### src/rtl/bnn_seq_ctrl_if.sv
// Handshake and result bundle of the BNN sequencer: weight-load channel, start/done, activations.
// rd_addr/rd_data exist only when BNN_SEQ_READBACK_EN is defined.
interface bnn_seq_ctrl_if #(
  parameter int N_IN = 8,
  parameter int N_L2 = 4
);
  logic            wr_valid;
  logic [3:0]      wr_nibble;
  logic            wr_ready;
  logic            wr_clr;
  logic            start;
  logic [N_IN-1:0] in_vec;
  logic            busy;
  logic            done;
  logic [N_IN-1:0] l1_out;
  logic [N_L2-1:0] l2_out;
`ifdef BNN_SEQ_READBACK_EN
  logic [3:0]      rd_addr;
  logic [7:0]      rd_data;

  modport master (
    output wr_valid, wr_nibble, wr_clr, start, in_vec, rd_addr,
    input  wr_ready, busy, done, l1_out, l2_out, rd_data
  );
  modport slave (
    input  wr_valid, wr_nibble, wr_clr, start, in_vec, rd_addr,
    output wr_ready, busy, done, l1_out, l2_out, rd_data
  );
`else
  modport master (
    output wr_valid, wr_nibble, wr_clr, start, in_vec,
    input  wr_ready, busy, done, l1_out, l2_out
  );
  modport slave (
    input  wr_valid, wr_nibble, wr_clr, start, in_vec,
    output wr_ready, busy, done, l1_out, l2_out
  );
`endif
endinterface

### src/rtl/bnn_seq_ctrl.sv
// Sequencer for the 8-8-4 binary NN: one shared XNOR-popcount/threshold unit, one neuron per cycle.
// Optional combinational weight readback port with `define BNN_SEQ_READBACK_EN.
module bnn_seq_ctrl #(
  parameter int N_IN   = 8,
  parameter int N_L2   = 4,
  parameter int THRESH = 6
) (
  input  logic          clk,
  input  logic          reset,
  bnn_seq_ctrl_if.slave bus
);
  localparam int N_NEUR = N_IN + N_L2;
  localparam int MW     = $clog2(N_IN + 1);
  localparam int IW1    = $clog2(N_IN);
  localparam int IW2    = $clog2(N_L2);
  localparam logic [N_NEUR*N_IN-1:0] W_INIT = 96'h0F_F7_62_F9_3A_67_B7_ED_18_7A_41_A0;

  typedef enum logic [1:0] {S_IDLE, S_EVAL1, S_EVAL2, S_FIN} state_t;

  state_t          r_state, w_state_nxt;
  logic [N_IN-1:0] r_weight [N_NEUR];
  logic [3:0]      r_ptr, r_temp, r_n, r_wn;
  logic            r_phase, r_wv;
  logic [N_IN-1:0] r_x, r_w, r_l1_work, r_l1_out;
  logic [N_L2-1:0] r_l2_work, r_l2_out;

  logic            w_start_acc, w_wr_acc, w_act;
  logic [N_IN-1:0] w_x, w_l1_nxt;
  logic [N_L2-1:0] w_l2_nxt;
  logic [MW-1:0]   w_match;

  assign w_start_acc = (r_state == S_IDLE) && bus.start;
  assign w_wr_acc    = bus.wr_valid && (r_state == S_IDLE) && !bus.start;

  always_ff @(posedge clk or posedge reset) begin
    if (reset) r_state <= S_IDLE;
    else       r_state <= w_state_nxt;
  end

  // EVAL2 drains one extra cycle: the evaluator runs one cycle behind the weight fetch.
  always_comb begin
    w_state_nxt = r_state;
    case (r_state)
      S_IDLE:  if (bus.start) w_state_nxt = S_EVAL1;
      S_EVAL1: if (r_n == 4'(N_IN - 1)) w_state_nxt = S_EVAL2;
      S_EVAL2: if (r_wv && r_wn == 4'(N_NEUR - 1)) w_state_nxt = S_FIN;
      S_FIN:   w_state_nxt = S_IDLE;
      default: w_state_nxt = S_IDLE;
    endcase
  end

  always_comb begin
    bus.wr_ready = (r_state == S_IDLE) && !bus.start;
    bus.busy     = (r_state != S_IDLE);
    bus.done     = (r_state == S_FIN);
    bus.l1_out   = r_l1_out;
    bus.l2_out   = r_l2_out;
  end

  always_ff @(posedge clk or posedge reset) begin
    if (reset) begin
      for (int i = 0; i < N_NEUR; i++) r_weight[i] <= W_INIT[i*N_IN +: N_IN];
      r_ptr   <= '0;
      r_phase <= 1'b0;
      r_temp  <= '0;
    end else if (bus.wr_clr) begin
      r_ptr   <= '0;
      r_phase <= 1'b0;
    end else if (w_wr_acc) begin
      if (!r_phase) begin
        r_temp  <= bus.wr_nibble;
        r_phase <= 1'b1;
      end else begin
        r_weight[r_ptr] <= {bus.wr_nibble, r_temp};
        r_phase         <= 1'b0;
        r_ptr           <= (r_ptr == 4'(N_NEUR - 1)) ? 4'd0 : r_ptr + 4'd1;
      end
    end
  end

  // Registered weight fetch; r_wn/r_wv tag the neuron the evaluator sees next cycle.
  always_ff @(posedge clk or posedge reset) begin
    if (reset) begin
      r_n  <= '0;
      r_wn <= '0;
      r_wv <= 1'b0;
      r_w  <= '0;
      r_x  <= '0;
    end else begin
      r_wv <= 1'b0;
      if (w_start_acc) begin
        r_x <= bus.in_vec;
        r_n <= '0;
      end else if ((r_state == S_EVAL1 || r_state == S_EVAL2) && r_n < 4'(N_NEUR)) begin
        r_w  <= r_weight[r_n];
        r_wn <= r_n;
        r_wv <= 1'b1;
        r_n  <= r_n + 4'd1;
      end
    end
  end

  always_comb begin
    w_x = r_x;
    if (r_wn >= 4'(N_IN))
      for (int j = 0; j < N_IN; j++) w_x[j] = r_l1_work[N_IN-1-j];
    w_match = '0;
    for (int j = 0; j < N_IN; j++)
      if (w_x[j] == r_w[j]) w_match = w_match + MW'(1);
    w_act    = (w_match >= MW'(THRESH));
    w_l1_nxt = r_l1_work;
    w_l2_nxt = r_l2_work;
    if (r_wv) begin
      if (r_wn < 4'(N_IN)) w_l1_nxt[IW1'(r_wn)] = w_act;
      else                 w_l2_nxt[IW2'(r_wn - 4'(N_IN))] = w_act;
    end
  end

  always_ff @(posedge clk or posedge reset) begin
    if (reset) begin
      r_l1_work <= '0;
      r_l2_work <= '0;
      r_l1_out  <= '0;
      r_l2_out  <= '0;
    end else begin
      r_l1_work <= w_l1_nxt;
      r_l2_work <= w_l2_nxt;
      if (r_state == S_EVAL2 && w_state_nxt == S_FIN) begin
        r_l1_out <= w_l1_nxt;
        r_l2_out <= w_l2_nxt;
      end
    end
  end

`ifdef BNN_SEQ_READBACK_EN
  always_comb bus.rd_data = (bus.rd_addr < 4'(N_NEUR)) ? r_weight[bus.rd_addr] : 8'h00;
`endif
endmodule

### src/flat_wrapper.sv
// flat-port wrapper written by rule: the top's interface ports become plain ports
module bnn_seq_ctrl_flat 
#(
  parameter int N_IN   = 8,
  parameter int N_L2   = 4,
  parameter int THRESH = 6
)
  (clk, reset, bus_wr_valid, bus_wr_nibble, bus_wr_clr, bus_start, bus_in_vec, bus_wr_ready, bus_busy, bus_done, bus_l1_out, bus_l2_out);
  bnn_seq_ctrl_if #(.N_IN(N_IN), .N_L2(N_L2)) bus_i ();
  input  logic clk;
  input  logic reset;
  input wire logic [$bits(bus_i.wr_valid)-1:0] bus_wr_valid;
  input wire logic [$bits(bus_i.wr_nibble)-1:0] bus_wr_nibble;
  input wire logic [$bits(bus_i.wr_clr)-1:0] bus_wr_clr;
  input wire logic [$bits(bus_i.start)-1:0] bus_start;
  input wire logic [$bits(bus_i.in_vec)-1:0] bus_in_vec;
  output wire logic [$bits(bus_i.wr_ready)-1:0] bus_wr_ready;
  output wire logic [$bits(bus_i.busy)-1:0] bus_busy;
  output wire logic [$bits(bus_i.done)-1:0] bus_done;
  output wire logic [$bits(bus_i.l1_out)-1:0] bus_l1_out;
  output wire logic [$bits(bus_i.l2_out)-1:0] bus_l2_out;
  assign bus_i.wr_valid = bus_wr_valid;
  assign bus_i.wr_nibble = bus_wr_nibble;
  assign bus_i.wr_clr = bus_wr_clr;
  assign bus_i.start = bus_start;
  assign bus_i.in_vec = bus_in_vec;
  assign bus_wr_ready = bus_i.wr_ready;
  assign bus_busy = bus_i.busy;
  assign bus_done = bus_i.done;
  assign bus_l1_out = bus_i.l1_out;
  assign bus_l2_out = bus_i.l2_out;
  bnn_seq_ctrl #(.N_IN(N_IN), .N_L2(N_L2), .THRESH(THRESH)) u_core (.clk(clk), .reset(reset), .bus(bus_i));
endmodule
### config.mk
export PLATFORM = sky130hd
export DESIGN_NAME = bnn_seq_ctrl_flat
export DESIGN_NICKNAME = d
export VERILOG_FILES = /design/src/rtl/bnn_seq_ctrl_if.sv /design/src/rtl/bnn_seq_ctrl.sv /design/src/flat_wrapper.sv
export SDC_FILE = /design/constraint.sdc
export NUM_CORES = 1
export LEC_CHECK = 0
export ABC_AREA = 1
export BUFFER_PORTS_ARGS = -buffer_cell sky130_fd_sc_hd__buf_2
export CORE_ASPECT_RATIO = 0.6
export CORE_MARGIN = 2
export CORE_UTILIZATION = 58
export CTS_BUF_LIST = sky130_fd_sc_hd__clkbuf_8
export DETAILED_ROUTE_END_ITERATION = 16
export PLACE_DENSITY = 0.79
export SLEW_MARGIN = 25
export SYNTH_ARGS = -nofsm -noshare
export SYNTH_HDL_FRONTEND = slang
export SYNTH_SLANG_ARGS = --single-unit
### constraint.sdc
create_clock -name clk -period 4.5 [get_ports clk]
set_clock_uncertainty 0.15 [all_clocks]
set_input_delay 0.225 -clock clk [delete_from_list [all_inputs] [get_ports clk]]
set_output_delay 0.225 -clock clk [all_outputs]
set_load 0.05 [all_outputs]
* Yosys cells after proc, flatten, opt, wreduce, memory -nomap -nowiden *
Index checks and enable logic that the tools add are counted.

storage, ports and cells
  register bits after elaboration = 156
  input bits = 17
  output and inout bits = 15
  word-level logic and storage cells = 127

operators by class
  add/subtract/negate cells = 10
  $lt $le $gt $ge = 11
  equality and inequality tests = 15
  muxes and demuxes = 40
  bitwise operators = 5
  reductions and logical operators = 21

operators with widths
  kind                                                 count
  bitwise mux 96 bit                                   1
  two-way mux 4 bit                                    15
  two-way mux 8 bit                                    6
  adder 4 x 1 -> 4 bit, second input constant          8
  binary-select mux 8 bit (select 4 bit)               1
  demux 8 bit (select 4 bit)                           1
  >= comparator 5 bit, second input constant           2
  logical AND 1 bit                                    10
  NOT 4 -> 5 bit                                       2
  bitwise mux 8 bit                                    1
  == test 1 bit                                        8
  == test 4 bit, second input constant                 2
  < comparator 4 bit, second input constant            2
  two-way mux 1 bit                                    8
  case mux 2 bit (4 select lines)                      1
  nonzero test 2 bit                                   4
  == test 2 bit, second input constant                 3
  two-way mux 2 bit                                    3
  AND reduction 3 bit                                  2
  < comparator 5 x 1 -> 1 bit, second input constant   1
  bitwise mux 4 bit                                    1
  == test 4 x 3 -> 1 bit, second input constant        1
  >= comparator 4 x 3 -> 1 bit, second input constant  1
  >= comparator 4 bit, second input constant           1
  14 further kinds                                     17

* Logic depth before layout (Yosys ltp) *
Gate-level depths: netlist (run 1).

  word-level depth = 22
  gate-level depth with buffers = 33
  mapped depth without buffers = 31

* Worst setup path after synthesis (run 1) *
OpenSTA, ideal clock, no wires.

  path kind = flip-flop to flip-flop
  start = register u_core.r_wn[3]
  end = register u_core.r_l2_work[1]
  library setup time = 119 ps
  arrival = 4,059 ps
  required time = 4,231 ps
  slack = 172 ps
  stages on the path, launching flop included = 30
  buffers on the path = 2
  period minus slack after synthesis = 4,328 ps
  cells stage by stage = dfrtp_1 -> inv_4 -> buf_6 -> nand2_1 -> nand3_1 -> nand2_1 -> ha_1 -> inv_1 -> nand3_2 -> nand2_2 -> inv_1 -> ha_1 -> or2_1 -> nand3_1 -> nand2_1 -> nand2_1 -> nand3_1 -> nand2_1 -> inv_1 -> ha_1 -> or2_2 -> nand2_1 -> inv_1 -> ha_1 -> nand2_1 -> nand2_1 -> nand3_1 -> buf_4 -> nand4_2 -> and2_1

on the way
  longest elaborated chain between the ends = 22
  elaborated cells between the ends (all ways) = 30
  classes of those cells = 7 x add/sub; 3 x order compare; 8 x eq/ne; 12 x mux

RTL lines
  item                          RTL line             text
  start, declared               bnn_seq_ctrl.sv:22   logic [3:0] r_ptr, r_temp, r_n, r_wn;
  start signal, assigned        bnn_seq_ctrl.sv:96   r_wn <= r_n;
  >= comparator 4 bit           bnn_seq_ctrl.sv:105  if (r_wn >= 4'(N_IN))
  two-way mux 8 bit             bnn_seq_ctrl.sv:105
  == test 1 bit                 bnn_seq_ctrl.sv:109  if (w_x[j] == r_w[j]) w_match = w_match + MW'(1);
  two-way mux 1 bit             bnn_seq_ctrl.sv:109
  adder 1 x 1 -> 2 bit          bnn_seq_ctrl.sv:109
  two-way mux 4 bit             bnn_seq_ctrl.sv:109
  adder 4 x 1 -> 4 bit          bnn_seq_ctrl.sv:109
  two-way mux 4 bit             bnn_seq_ctrl.sv:109
  [7 not listed]                n/a
  two-way mux 4 bit             bnn_seq_ctrl.sv:109
  adder 4 x 1 -> 4 bit          bnn_seq_ctrl.sv:109
  two-way mux 4 bit             bnn_seq_ctrl.sv:109
  >= comparator 4 x 3 -> 1 bit  bnn_seq_ctrl.sv:110  w_act = (w_match >= MW'(THRESH));
  bitwise mux 4 bit             bnn_seq_ctrl.sv:115  else w_l2_nxt[IW2'(r_wn - 4'(N_IN))] = w_act;
  two-way mux 4 bit *           bnn_seq_ctrl.sv:114  if (r_wn < 4'(N_IN)) w_l1_nxt[IW1'(r_wn)] = w_act;
  two-way mux 4 bit *           bnn_seq_ctrl.sv:113  if (r_wv) begin
  via u_core.w_l2_nxt[1]        bnn_seq_ctrl.sv:29   logic [N_L2-1:0] w_l2_nxt;
  end signal, assigned          bnn_seq_ctrl.sv:127  r_l2_work <= w_l2_nxt;
  end, declared                 bnn_seq_ctrl.sv:25   logic [N_L2-1:0] r_l2_work, r_l2_out;

The timed path passes the listed nets; every way through them passes the cells marked *.
A chain may end at the register's enable or synchronous reset.

* Final worst setup path (run 1) *
  start = register u_core.r_wn[3]
  end = register u_core.r_l1_out[7] (netlist: u_core.bus.l1_out[7])

on the way
  longest elaborated chain between the ends = 22
  elaborated cells between the ends (all ways) = 36
  classes of those cells = 7 x add/sub; 3 x order compare; 10 x eq/ne; 14 x mux; 2 x reduce/logical

RTL lines
  item                          RTL line             text
  >= comparator 4 bit           bnn_seq_ctrl.sv:105
  two-way mux 8 bit             bnn_seq_ctrl.sv:105
  == test 1 bit                 bnn_seq_ctrl.sv:109
  two-way mux 1 bit             bnn_seq_ctrl.sv:109
  adder 1 x 1 -> 2 bit          bnn_seq_ctrl.sv:109
  two-way mux 4 bit             bnn_seq_ctrl.sv:109
  adder 4 x 1 -> 4 bit          bnn_seq_ctrl.sv:109
  two-way mux 4 bit             bnn_seq_ctrl.sv:109
  [6 not listed]                n/a
  adder 4 x 1 -> 4 bit          bnn_seq_ctrl.sv:109
  two-way mux 4 bit             bnn_seq_ctrl.sv:109
  adder 4 x 1 -> 4 bit          bnn_seq_ctrl.sv:109
  two-way mux 4 bit             bnn_seq_ctrl.sv:109
  >= comparator 4 x 3 -> 1 bit  bnn_seq_ctrl.sv:110
  bitwise mux 8 bit             bnn_seq_ctrl.sv:114
  two-way mux 8 bit             bnn_seq_ctrl.sv:114
  two-way mux 8 bit             bnn_seq_ctrl.sv:113
  end signal, assigned          bnn_seq_ctrl.sv:129  r_l1_out <= w_l1_nxt;
  end, declared                 bnn_seq_ctrl.sv:24   logic [N_IN-1:0] r_x, r_w, r_l1_work, r_l1_out;

Parallel ways exist; a longest one is shown, timed or not.

==> flow_metrics.env, run 1 <==
export IMPL_outcome="complete, no violations"
export IMPL_avgViaCountPerCell=5.88
export IMPL_synth_main_ff_cell="dfrtp_1"
export IMPL_syn_area_sq_um=8050
export IMPL_max_stage_delay_ns=0.47
export IMPL_max_clock_freq_mhz=229
export IMPL_total_power_mw=2.52
export IMPL_cp_slowest_cell="dfrtp_2"
export IMPL_start_util_pct=59.2
export IMPL_leakage_nw=4.03
export IMPL_ios=32
export IMPL_cts_inserted_buffers=17
export IMPL_grtUsageTotal_pct=28.5
export IMPL_antenna_found_initial=0
export IMPL_cts_max_level=4
export IMPL_cts_tree="done"
export IMPL_critPathRequiredTime_ns=4.72
export IMPL_dieArea_sq_um=14900
export IMPL_cpMostUsedCell="nand2_1"
export IMPL_min_from="bus_wr_nibble[3]"
export IMPL_synthToLayoutAreaGrowth_pct=12.1
export IMPL_wl_um=20400
export IMPL_grt_pass1_wl_um=32700
export IMPL_cp_num_buf_inv=6
export IMPL_dpl_hpwl_um=13400
export IMPL_grt_max_degree=106
export IMPL_yosysSeqAreaShare_pct=49.3
export IMPL_vias=7082
export IMPL_post_place_ws_ns=-0.0564
export IMPL_synth_edf_count=0
export IMPL_maxSlewViolCount=0
export IMPL_cts_sinks=156
export IMPL_syn_inst=983
export IMPL_fp_dieH_um=95.2
export IMPL_syn_nets=1016
export IMPL_critPathLaunchType="flop"
export IMPL_clock_root_buffer="clkbuf_8"
export IMPL_postSynthAreaPerCell_sq_um=8.19
export IMPL_fin_tns_setup_ns=0
export IMPL_cts_buffer_depth=2
export IMPL_maxCapViolCount=0
export IMPL_worst_pin_slew_ns=0.844
export IMPL_postSynthRegisterBits=156
export IMPL_crit_start="u_core.r_wn[3]$_DFFE_PP0P_"
export IMPL_drt_pass1_iterations=5
export IMPL_finalCritPeriodShare_pct=97.0
export IMPL_worstSkewPairLatency_ns=0.48
export IMPL_r2r_start="u_core.r_wn[3]$_DFFE_PP0P_"
export IMPL_finalCriticalPeriod_ns=4.36
export IMPL_setup_violations=0
export IMPL_hold_ws_ns=0.0977
export IMPL_nets=1050
export IMPL_grt_pass1_vias=6343
export IMPL_drive_above_1_share_pct=20.2
export IMPL_chipWidth_um=156
export IMPL_peakVddDrop_v=0.000182
export IMPL_hold_viol=0
export IMPL_io_buffers=31
export IMPL_layout_common_cells="nand2_1, o21ai_0, dfrtp_1"
export IMPL_setup_slack_ns=0.136
export IMPL_end_kind="flop"
export IMPL_layout_commonest_cell="nand2_1"
export IMPL_synth_cell_types=38
export IMPL_yosysWarnings=0
export IMPL_gr_total_overflow=0
export IMPL_post_dp_cell_area_sq_um=8320
export IMPL_drt_iter0_markers=605
export IMPL_wl_per_cell_um=17.0
export IMPL_hp_class="in2reg"
export IMPL_core_area_sq_um=13600
export IMPL_power_density_nw_per_um2=280
export IMPL_diodes=0
export IMPL_final_area_sq_um=9020
export IMPL_gp_congestion=0.872
export IMPL_timing_slew_headroom_pct=43.7
export IMPL_rows=33
export IMPL_synthArstFlopShare_pct=100
export IMPL_cp_max_fo=7
export IMPL_ant_nets=0
export IMPL_clkTransAtPathRegs_ns=0.09
export IMPL_crit_type="reg2reg"
export IMPL_critical_path_top_delay_family="simple AND/OR/NAND/NOR gates"
export IMPL_worstPathArrival_ns=4.59
export IMPL_drcViolationCount=0
where the power goes:
part	leakage [nW]	switching [mW]	internal [mW]
clock network	0.194	0.605	0.455
registers	1.90	0.000436	1.40
logic	1.93	0.0450	0.0142
total	4.03	0.650	1.87
stage by stage:
step           util [%]  cells
2_1_floorplan         -    983
3_3_place_gp       61.3   1154
3_5_place_dp       61.3   1154
4_1_cts            65.2   1199
5_1_grt            66.4   1205
6_report           66.4   1205
Yosys cell counts, types with 10 or more instances:
cell type    n  area (sq um)
nand2_1    241           905
nor2_1      74           278
o21ai_0    170           851
clkbuf_1    42           158
and2_1      13          81.3
a21oi_1     15          75.1
dfrtp_1    104          2600
nand4_2     10           125
dfstp_2     52          1370
nand3_1     58           290
inv_1       74           278
o22ai_1     24           150
ha_1        16           200
nand4_1     15          93.8
layout make-up:
| class | instances | area (sq um) |
|---|---|---|
| multi-input combinational | 698 | 3680 |
| sequential | 156 | 3970 |
| tap | 175 | 219 |
| fill | 1085 | 4560 |
| timing repair buffer | 62 | 448 |
| inverter | 82 | 318 |
| clock inverter | 15 | 155 |
| clock buffer | 17 | 234 |
flip-flops by register name (all words and copies together) (netlist names):
name               flops
u_core.r_wv            1
u_core.r_temp          4
u_core.r_n             4
u_core.r_x             8
u_core.r_l1_work       8
u_core.bus.l1_out      8
u_core.r_phase         1
u_core.r_w             8
u_core.r_weight       96
u_core.bus.l2_out      4
u_core.r_state         2
u_core.r_l2_work       4
u_core.r_ptr           4
u_core.r_wn            4
what timing repair did:
item	in CTS	in global routing
buffers inserted	1	5
cloned	0	1
pin swaps	0	8
endpoints found under the hold margin	90	0
hold buffers	12	0
setup endpoints to repair	24	24
gates resized for setup	2	23
routing by layer:
metal  vias up  share of wire (%)  GRT usage, %
li1       3334                  -             -
met1      3438                 48          44.3
met2       282                 43          40.3
met3        28                7.8          5.14
met4         0                1.5          9.02
met5         -                  0             0
worst paths after layout:
path                                               endpoint  slack, ns  cells past startpoint
setup / recovery           u_core.bus.l1_out[7]$_DFFE_PP0P_       0.14                     29
hold / removal              u_core.r_weight[39]$_DFFE_PP0P_        0.1                      3
setup reg to reg           u_core.bus.l1_out[7]$_DFFE_PP0P_       0.14                     29
hold reg to reg            u_core.bus.l2_out[0]$_DFFE_PP0P_       0.33                      2
max in group asynchronous   u_core.r_weight[56]$_DFFE_PP1P_       2.99                      4
min in group asynchronous   u_core.r_weight[26]$_DFFE_PP0P_       0.22                      3
tightest hold or removal path, delay by kind of cell:
family,cells,cell delay [ns]
buf+inv,2,0.24
compound gates,1,0.21
cells by family after synthesis:
| group | count (synthesis) | synth area share [%] |
|---|---|---|
| compound gates | 226 | 15.2 |
| flops | 156 | 49.3 |
| fa+ha+maj | 16 | 2.49 |
| buf+inv | 129 | 6.42 |
| xor+xnor | 5 | 0.777 |
| simple gates | 451 | 25.8 |
Power figures use the tool's default switching activity.
==> run 2: changes to the inputs <==
--- a/config.mk
+++ b/config.mk
@@ -12,7 +12,9 @@
 export CORE_UTILIZATION = 58
 export CTS_BUF_LIST = sky130_fd_sc_hd__clkbuf_8
 export DETAILED_ROUTE_END_ITERATION = 16
-export PLACE_DENSITY = 0.79
+export GPL_ROUTABILITY_DRIVEN = 0
+export PLACE_DENSITY = 0.85
+export SETUP_SLACK_MARGIN = 0.15
 export SLEW_MARGIN = 25
 export SYNTH_ARGS = -nofsm -noshare
 export SYNTH_HDL_FRONTEND = slang
==> flow_metrics.env, run 2 (synthesis gave the netlist of run 1 again) <==
export IMPL_clock_root_buffer="clkbuf_8"
export IMPL_max_clock_freq_mhz=226
export IMPL_rows=33
export IMPL_dieArea_sq_um=14900
export IMPL_antenna_found_initial=0
export IMPL_cts_sinks=156
export IMPL_peakVddDrop_v=0.000172
export IMPL_cts_inserted_buffers=17
export IMPL_hold_ws_ns=0.0374
export IMPL_layout_common_cells="nand2_1, o21ai_0, dfrtp_1"
export IMPL_cpMostUsedCell="nand2_1"
export IMPL_end_kind="flop"
export IMPL_wl_um=23500
export IMPL_critPathRequiredTime_ns=4.71
export IMPL_maxCapViolCount=0
export IMPL_drt_iter0_markers=1059
export IMPL_critPathLaunchType="flop"
export IMPL_gr_total_overflow=0
export IMPL_ant_nets=0
export IMPL_post_place_ws_ns=-0.116
export IMPL_layout_commonest_cell="nand2_1"
export IMPL_grtUsageTotal_pct=30.2
export IMPL_worstPathArrival_ns=4.63
export IMPL_largest_reg_flops=96
export IMPL_worst_pin_slew_ns=0.878
export IMPL_start_util_pct=59.2
export IMPL_outcome="complete, no violations"
export IMPL_cts_buffer_depth=2
export IMPL_fin_tns_setup_ns=0
export IMPL_drt_pass1_iterations=7
export IMPL_largest_register="u_core.r_weight"
export IMPL_drcViolationCount=0
export IMPL_power_density_nw_per_um2=289
export IMPL_drive_above_1_share_pct=25.0
export IMPL_setup_violations=0
export IMPL_max_stage_delay_ns=0.47
export IMPL_cts_tree="done"
export IMPL_timing_slew_headroom_pct=41.4
export IMPL_synthToLayoutAreaGrowth_pct=18.7
export IMPL_finalCritPeriodShare_pct=98.4
export IMPL_maxSlewViolCount=0
export IMPL_cp_slowest_cell="dfrtp_2"
export IMPL_grt_pass1_wl_um=34400
export IMPL_cts_max_level=4
export IMPL_diodes=0
export IMPL_wl_per_cell_um=19.3
export IMPL_hp_class="in2reg"
export IMPL_leakage_nw=4.22
export IMPL_p_sw_mw=0.658
export IMPL_dpl_hpwl_um=13200
export IMPL_seqPwrFrac_pct=50.8
export IMPL_clock_power_share_pct=47.0
export IMPL_fp_dieH_um=95.2
export IMPL_vias=7529
export IMPL_avgViaCountPerCell=6.18
export IMPL_finalCriticalPeriod_ns=4.43
export IMPL_worstSkewPairLatency_ns=0.47
export IMPL_io_buffers=31
export IMPL_ios=32
export IMPL_grt_max_degree=157
export IMPL_chipWidth_um=156
export IMPL_clkTransAtPathRegs_ns=0.09
export IMPL_internal_power_mw=2.10
export IMPL_switching_share_pct=23.8
export IMPL_setup_slack_ns=0.0742
export IMPL_core_area_sq_um=13600
export IMPL_hold_viol=0
export IMPL_p_comb_share_pct=2.1
export IMPL_cp_num_buf_inv=6
export IMPL_cp_max_fo=6
export IMPL_grt_pass1_vias=6707
export IMPL_nets=1063
export IMPL_crit_type="reg2reg"
export IMPL_critical_path_top_delay_family="simple AND/OR/NAND/NOR gates"
[run 2: changes by cell type in the layout (fill, tap and decap cells not counted), moves of 4 or more]
cell,delta
nand3_1,-13
bufinv_16,+4
and2_1,-4
nand2_2,+6
nand3_4,+9
inv_1,-4
nand3_2,+4
nand2_4,+9
nand2_1,-16
buf_6,+7
buf_4,+5
and2_4,+4
[run 2: per-layer routing]
| layer | routed length (um) | vias up | track usage, % |
|---|---|---|---|
| met5 | 0 | - | 0 |
| met4 | 913 | 0 | 11.5 |
| met3 | 2630 | 112 | 6.59 |
| met2 | 10300 | 523 | 43.8 |
| met1 | 9700 | 3540 | 44.7 |
| li1 | - | 3354 | - |
[run 2: worst paths after layout]
| check | from | to | slack (ns) | cells after the start |
|---|---|---|---|---|
| max | u_core.r_wn[3]$_DFFE_PP0P_ | u_core.bus.l1_out[2]$_DFFE_PP0P_ | 0.07 | 30 |
| max in group asynchronous | reset | u_core.r_temp[3]$_DFFE_PP0P_ | 3.19 | 4 |
| min reg2reg | u_core.bus.l2_out[0]$_DFFE_PP0P_ | u_core.bus.l2_out[0]$_DFFE_PP0P_ | 0.33 | 2 |
| min in group asynchronous | reset | u_core.r_weight[6]$_DFFE_PP0P_ | 0.32 | 4 |
| max reg2reg | u_core.r_wn[3]$_DFFE_PP0P_ | u_core.bus.l1_out[2]$_DFFE_PP0P_ | 0.07 | 30 |
| min | bus_start | u_core.r_phase$_DFFE_PP0P_ | 0.04 | 4 |
[run 2: what timing repair did]
item / CTS / global route
hold buffers: 11 / 0
resized for setup: 29 / 69
cloned: 1 / 0
pin swaps: 13 / 36
setup endpoints to repair: 24 / 24
buffers inserted: 12 / 11
hold endpoints to repair: 116 / 0
[run 2: power by group through the flow]
stage | logic, mW | registers [mW] | clock network (mW)
finish | 0.0591 | 1.40 | 1.30
global route | 0.0668 | 1.41 | 1.36
CTS | 0.0594 | 1.40 | 1.29
detailed placement | 0.0523 | 1.43 | 0
global placement | 0.0522 | 1.43 | 0
floorplan | 0.0288 | 1.43 | 0
[run 2: through the flow]
step	power (mW)	cell area [sq um]	cells	utilization [%]
floorplan	1.46	8050	983	-
global placement	1.48	8310	1151	61.2
detailed placement	1.48	8310	1151	61.2
CTS	2.76	9160	1207	67.4
global route	2.83	9550	1218	70.3
finish	2.76	9550	1218	70.3
[run 2: worst reg2reg max path: cells and delay by family, from the launching register on]
| family | cells | cell delay (ns) |
|---|---|---|
| AND/OR/NAND/NOR | 20 | 2.25 |
| adder cells (fa/ha/maj) | 4 | 0.88 |
| buffers and inverters | 6 | 0.54 |
| flip-flops | 1 | 0.47 |
[run 2: cell type report]
type                            count  area, sq um
Clock buffer                       17          234
Sequential cell                   156         3970
Tap cell                          175          219
Timing Repair Buffer               75          597
Inverter                           82          324
Multi-Input combinational cell    698         3950
Clock inverter                     15          254
Fill cell                         928         4040
==> run 3: changes to the inputs <==
--- a/config.mk
+++ b/config.mk
@@ -7,6 +7,7 @@
 export LEC_CHECK = 0
 export ABC_AREA = 1
 export BUFFER_PORTS_ARGS = -buffer_cell sky130_fd_sc_hd__buf_2
+export CAP_MARGIN = 15
 export CORE_ASPECT_RATIO = 0.6
 export CORE_MARGIN = 2
 export CORE_UTILIZATION = 58
@@ -14,7 +15,7 @@
 export DETAILED_ROUTE_END_ITERATION = 16
 export GPL_ROUTABILITY_DRIVEN = 0
 export PLACE_DENSITY = 0.85
-export SETUP_SLACK_MARGIN = 0.15
+export SETUP_SLACK_MARGIN = 0.5
 export SLEW_MARGIN = 25
 export SYNTH_ARGS = -nofsm -noshare
 export SYNTH_HDL_FRONTEND = slang
==> flow_metrics.env, run 3 (synthesis gave the netlist of run 1 again) <==
export IMPL_outcome="complete, no violations"
export IMPL_internal_power_mw=1.83
export IMPL_ff2ff_path_depth=28
export IMPL_avgViaCountPerCell=5.99
export IMPL_timing_slew_headroom_pct=29.6
export IMPL_crit_type="reg2reg"
export IMPL_cts_sinks=156
export IMPL_cts_tree="done"
export IMPL_dieArea_sq_um=14900
export IMPL_grt_max_degree=81
export IMPL_hold_end="u_core.r_state[0]$_DFF_PP0_"
export IMPL_core_area_sq_um=13600
export IMPL_antenna_found_initial=0
export IMPL_post_place_ws_ns=-0.0605
export IMPL_power_density_nw_per_um2=261
export IMPL_synthToLayoutAreaGrowth_pct=16.3
export IMPL_grtUsageTotal_pct=29.0
export IMPL_clkTransAtPathRegs_ns=0.09
export IMPL_reg2reg_to="u_core.r_l1_work[6]$_DFF_PP0_"
export IMPL_switching_share_pct=24.9
export IMPL_hp_class="in2reg"
export IMPL_leakage_nw=4.13
export IMPL_peakVddDrop_v=0.000166
export IMPL_chipWidth_um=156
export IMPL_cp_max_fo=7
export IMPL_finalCriticalPeriod_ns=4.18
export IMPL_r2r_start="u_core.r_wn[3]$_DFFE_PP0P_"
export IMPL_cts_buffer_depth=2
export IMPL_worstSkewPairLatency_ns=0.45
export IMPL_layout_commonest_cell="nand2_1"
export IMPL_p_sw_mw=0.607
export IMPL_seqPwrFrac_pct=57.5
export IMPL_drcViolationCount=0
export IMPL_worst_pin_slew_ns=1.06
export IMPL_wl_per_cell_um=17.8
export IMPL_critPathRequiredTime_ns=4.68
export IMPL_dpl_hpwl_um=13400
export IMPL_largest_reg_flops=96
export IMPL_critPathLaunchType="flop"
export IMPL_rsz0062_at_grt="yes"
export IMPL_start_util_pct=59.2
export IMPL_post_dp_cell_area_sq_um=8370
export IMPL_num_fill_cells=971
export IMPL_finalCritPeriodShare_pct=92.9
export IMPL_grt_pass1_vias=6532
export IMPL_cp_slowest_cell="dfrtp_2"
export IMPL_min_from="bus_start"
export IMPL_layout_common_cells="nand2_1, o21ai_0, dfrtp_1"
export IMPL_placedCellCount=1150
export IMPL_cts_max_level=4
export IMPL_diodes=0
export IMPL_final_cell_count_no_fill=1225
export IMPL_gr_total_overflow=0
export IMPL_p_comb_share_pct=2.5
export IMPL_drive_above_1_share_pct=24.9
export IMPL_setup_violations=0
export IMPL_wl_um=21800
export IMPL_max_stage_delay_ns=0.47
export IMPL_clock_root_buffer="clkbuf_8"
export IMPL_fp_dieH_um=95.2
export IMPL_vias=7339
export IMPL_hold_depth=4
export IMPL_largest_register="u_core.r_weight"
export IMPL_io_buffers=31
export IMPL_setup_slack_ns=0.321
export IMPL_cts_inserted_buffers=17
export IMPL_ios=32
export IMPL_maxCapViolCount=0
export IMPL_total_power_mw=2.44
export IMPL_nets=1070
export IMPL_end_kind="flop"
export IMPL_cpMostUsedCell="nand2_4"
export IMPL_hold_viol=0
export IMPL_r2r_slack_ns=0.32
export IMPL_rows=33
export IMPL_fin_util_pct=68.9
export IMPL_ant_nets=0
export IMPL_drt_iter0_markers=971
export IMPL_clock_power_share_pct=39.9
export IMPL_drt_pass1_iterations=7
export IMPL_max_clock_freq_mhz=239
export IMPL_maxSlewViolCount=0
export IMPL_grt_pass1_wl_um=33300
export IMPL_final_area_sq_um=9360
export IMPL_worstPathArrival_ns=4.36
-- run 3: changes by cell type in the layout (fill, tap and decap cells not counted), sizes merged --
| cell | previous run | this run |
|---|---|---|
| buf | 64 | 69 |
| clkinvlp | 2 | 5 |
| nand3 | 67 | 68 |
| bufinv | 5 | 0 |
| clkbuf | 17 | 19 |
| inv | 87 | 86 |
| clkinv | 3 | 5 |
-- run 3: worst max-delay path, delay by kind of cell, from the launching register on --
kind	cells	cell delay (ns)
buffers and inverters	5	0.47
DFF	1	0.47
and+or+nand+nor	19	2.20
adders and majority gates	4	0.76
-- run 3: what timing repair did --
| action | CTS | global route |
|---|---|---|
| resized for setup | 28 | 35 |
| gates cloned | 2 | 0 |
| pin swaps | 24 | 29 |
| endpoints found under the setup margin | 24 | 24 |
| buffers inserted | 17 | 12 |
| endpoints found under the hold margin | 36 | 0 |
| hold buffers | 11 | 0 |
-- run 3: area by class of cell --
cell class | count | area [sq um] | area share, %
clock buffer | 19 | 262 | 2.79
clock inverter | 13 | 93.8 | 1.00
inverter | 82 | 319 | 3.41
multi-input combinational | 699 | 3920 | 41.8
sequential | 156 | 3970 | 42.4
tap | 175 | 219 | 2.34
timing repair buffer | 80 | 573 | 6.12
timing repair inverter | 1 | 7.51 | 0.0802
-- run 3: routing by layer --
| layer | up-vias | wire, um | track usage (%) |
|---|---|---|---|
| li1 | 3375 | - | - |
| met1 | 3551 | 9720 | 44.7 |
| met2 | 382 | 9660 | 42.0 |
| met3 | 31 | 2110 | 6.86 |
| met4 | 0 | 293 | 5.58 |
| met5 | - | 0 | 0 |
-- run 3: worst max-delay path by stage --
stage | startpoint | endpoint | slack [ns] | cells after the start
floorplan | u_core.r_wn[3]$_DFFE_PP0P_ | u_core.r_l2_work[0]$_DFF_PP0_ | 0.49 | 29
global placement | u_core.r_wn[3]$_DFFE_PP0P_ | u_core.bus.l1_out[2]$_DFFE_PP0P_ | 0.14 | 30
detailed placement | u_core.r_wn[3]$_DFFE_PP0P_ | u_core.bus.l1_out[3]$_DFFE_PP0P_ | -0.06 | 28
CTS | u_core.r_wn[3]$_DFFE_PP0P_ | u_core.r_l1_work[2]$_DFF_PP0_ | 0.42 | 29
global route | u_core.r_wn[3]$_DFFE_PP0P_ | u_core.bus.l1_out[2]$_DFFE_PP0P_ | 0.11 | 29
finish | u_core.r_wn[3]$_DFFE_PP0P_ | u_core.r_l1_work[6]$_DFF_PP0_ | 0.32 | 28
-- run 3: power by group through the flow --
stage / sequential (mW) / combinational [mW] / clock, mW
2_1_floorplan: 1.43 / 0.0288 / 0
3_3_place_gp: 1.43 / 0.0531 / 0
3_5_place_dp: 1.43 / 0.0538 / 0
4_1_cts: 1.40 / 0.0611 / 0.970
5_1_grt: 1.40 / 0.0700 / 1.04
6_report: 1.40 / 0.0621 / 0.975
-- run 3: stage by stage --
| step | TNS (ns) | hold WS (ns) |
|---|---|---|
| after floorplan | 0 | 0.183 |
| after global placement | 0 | 0.281 |
| after detailed placement | -0.874 | 0.281 |
| after CTS | 0 | 0.0451 |
| after global routing | 0 | 0.0773 |
| final | 0 | 0.0519 |
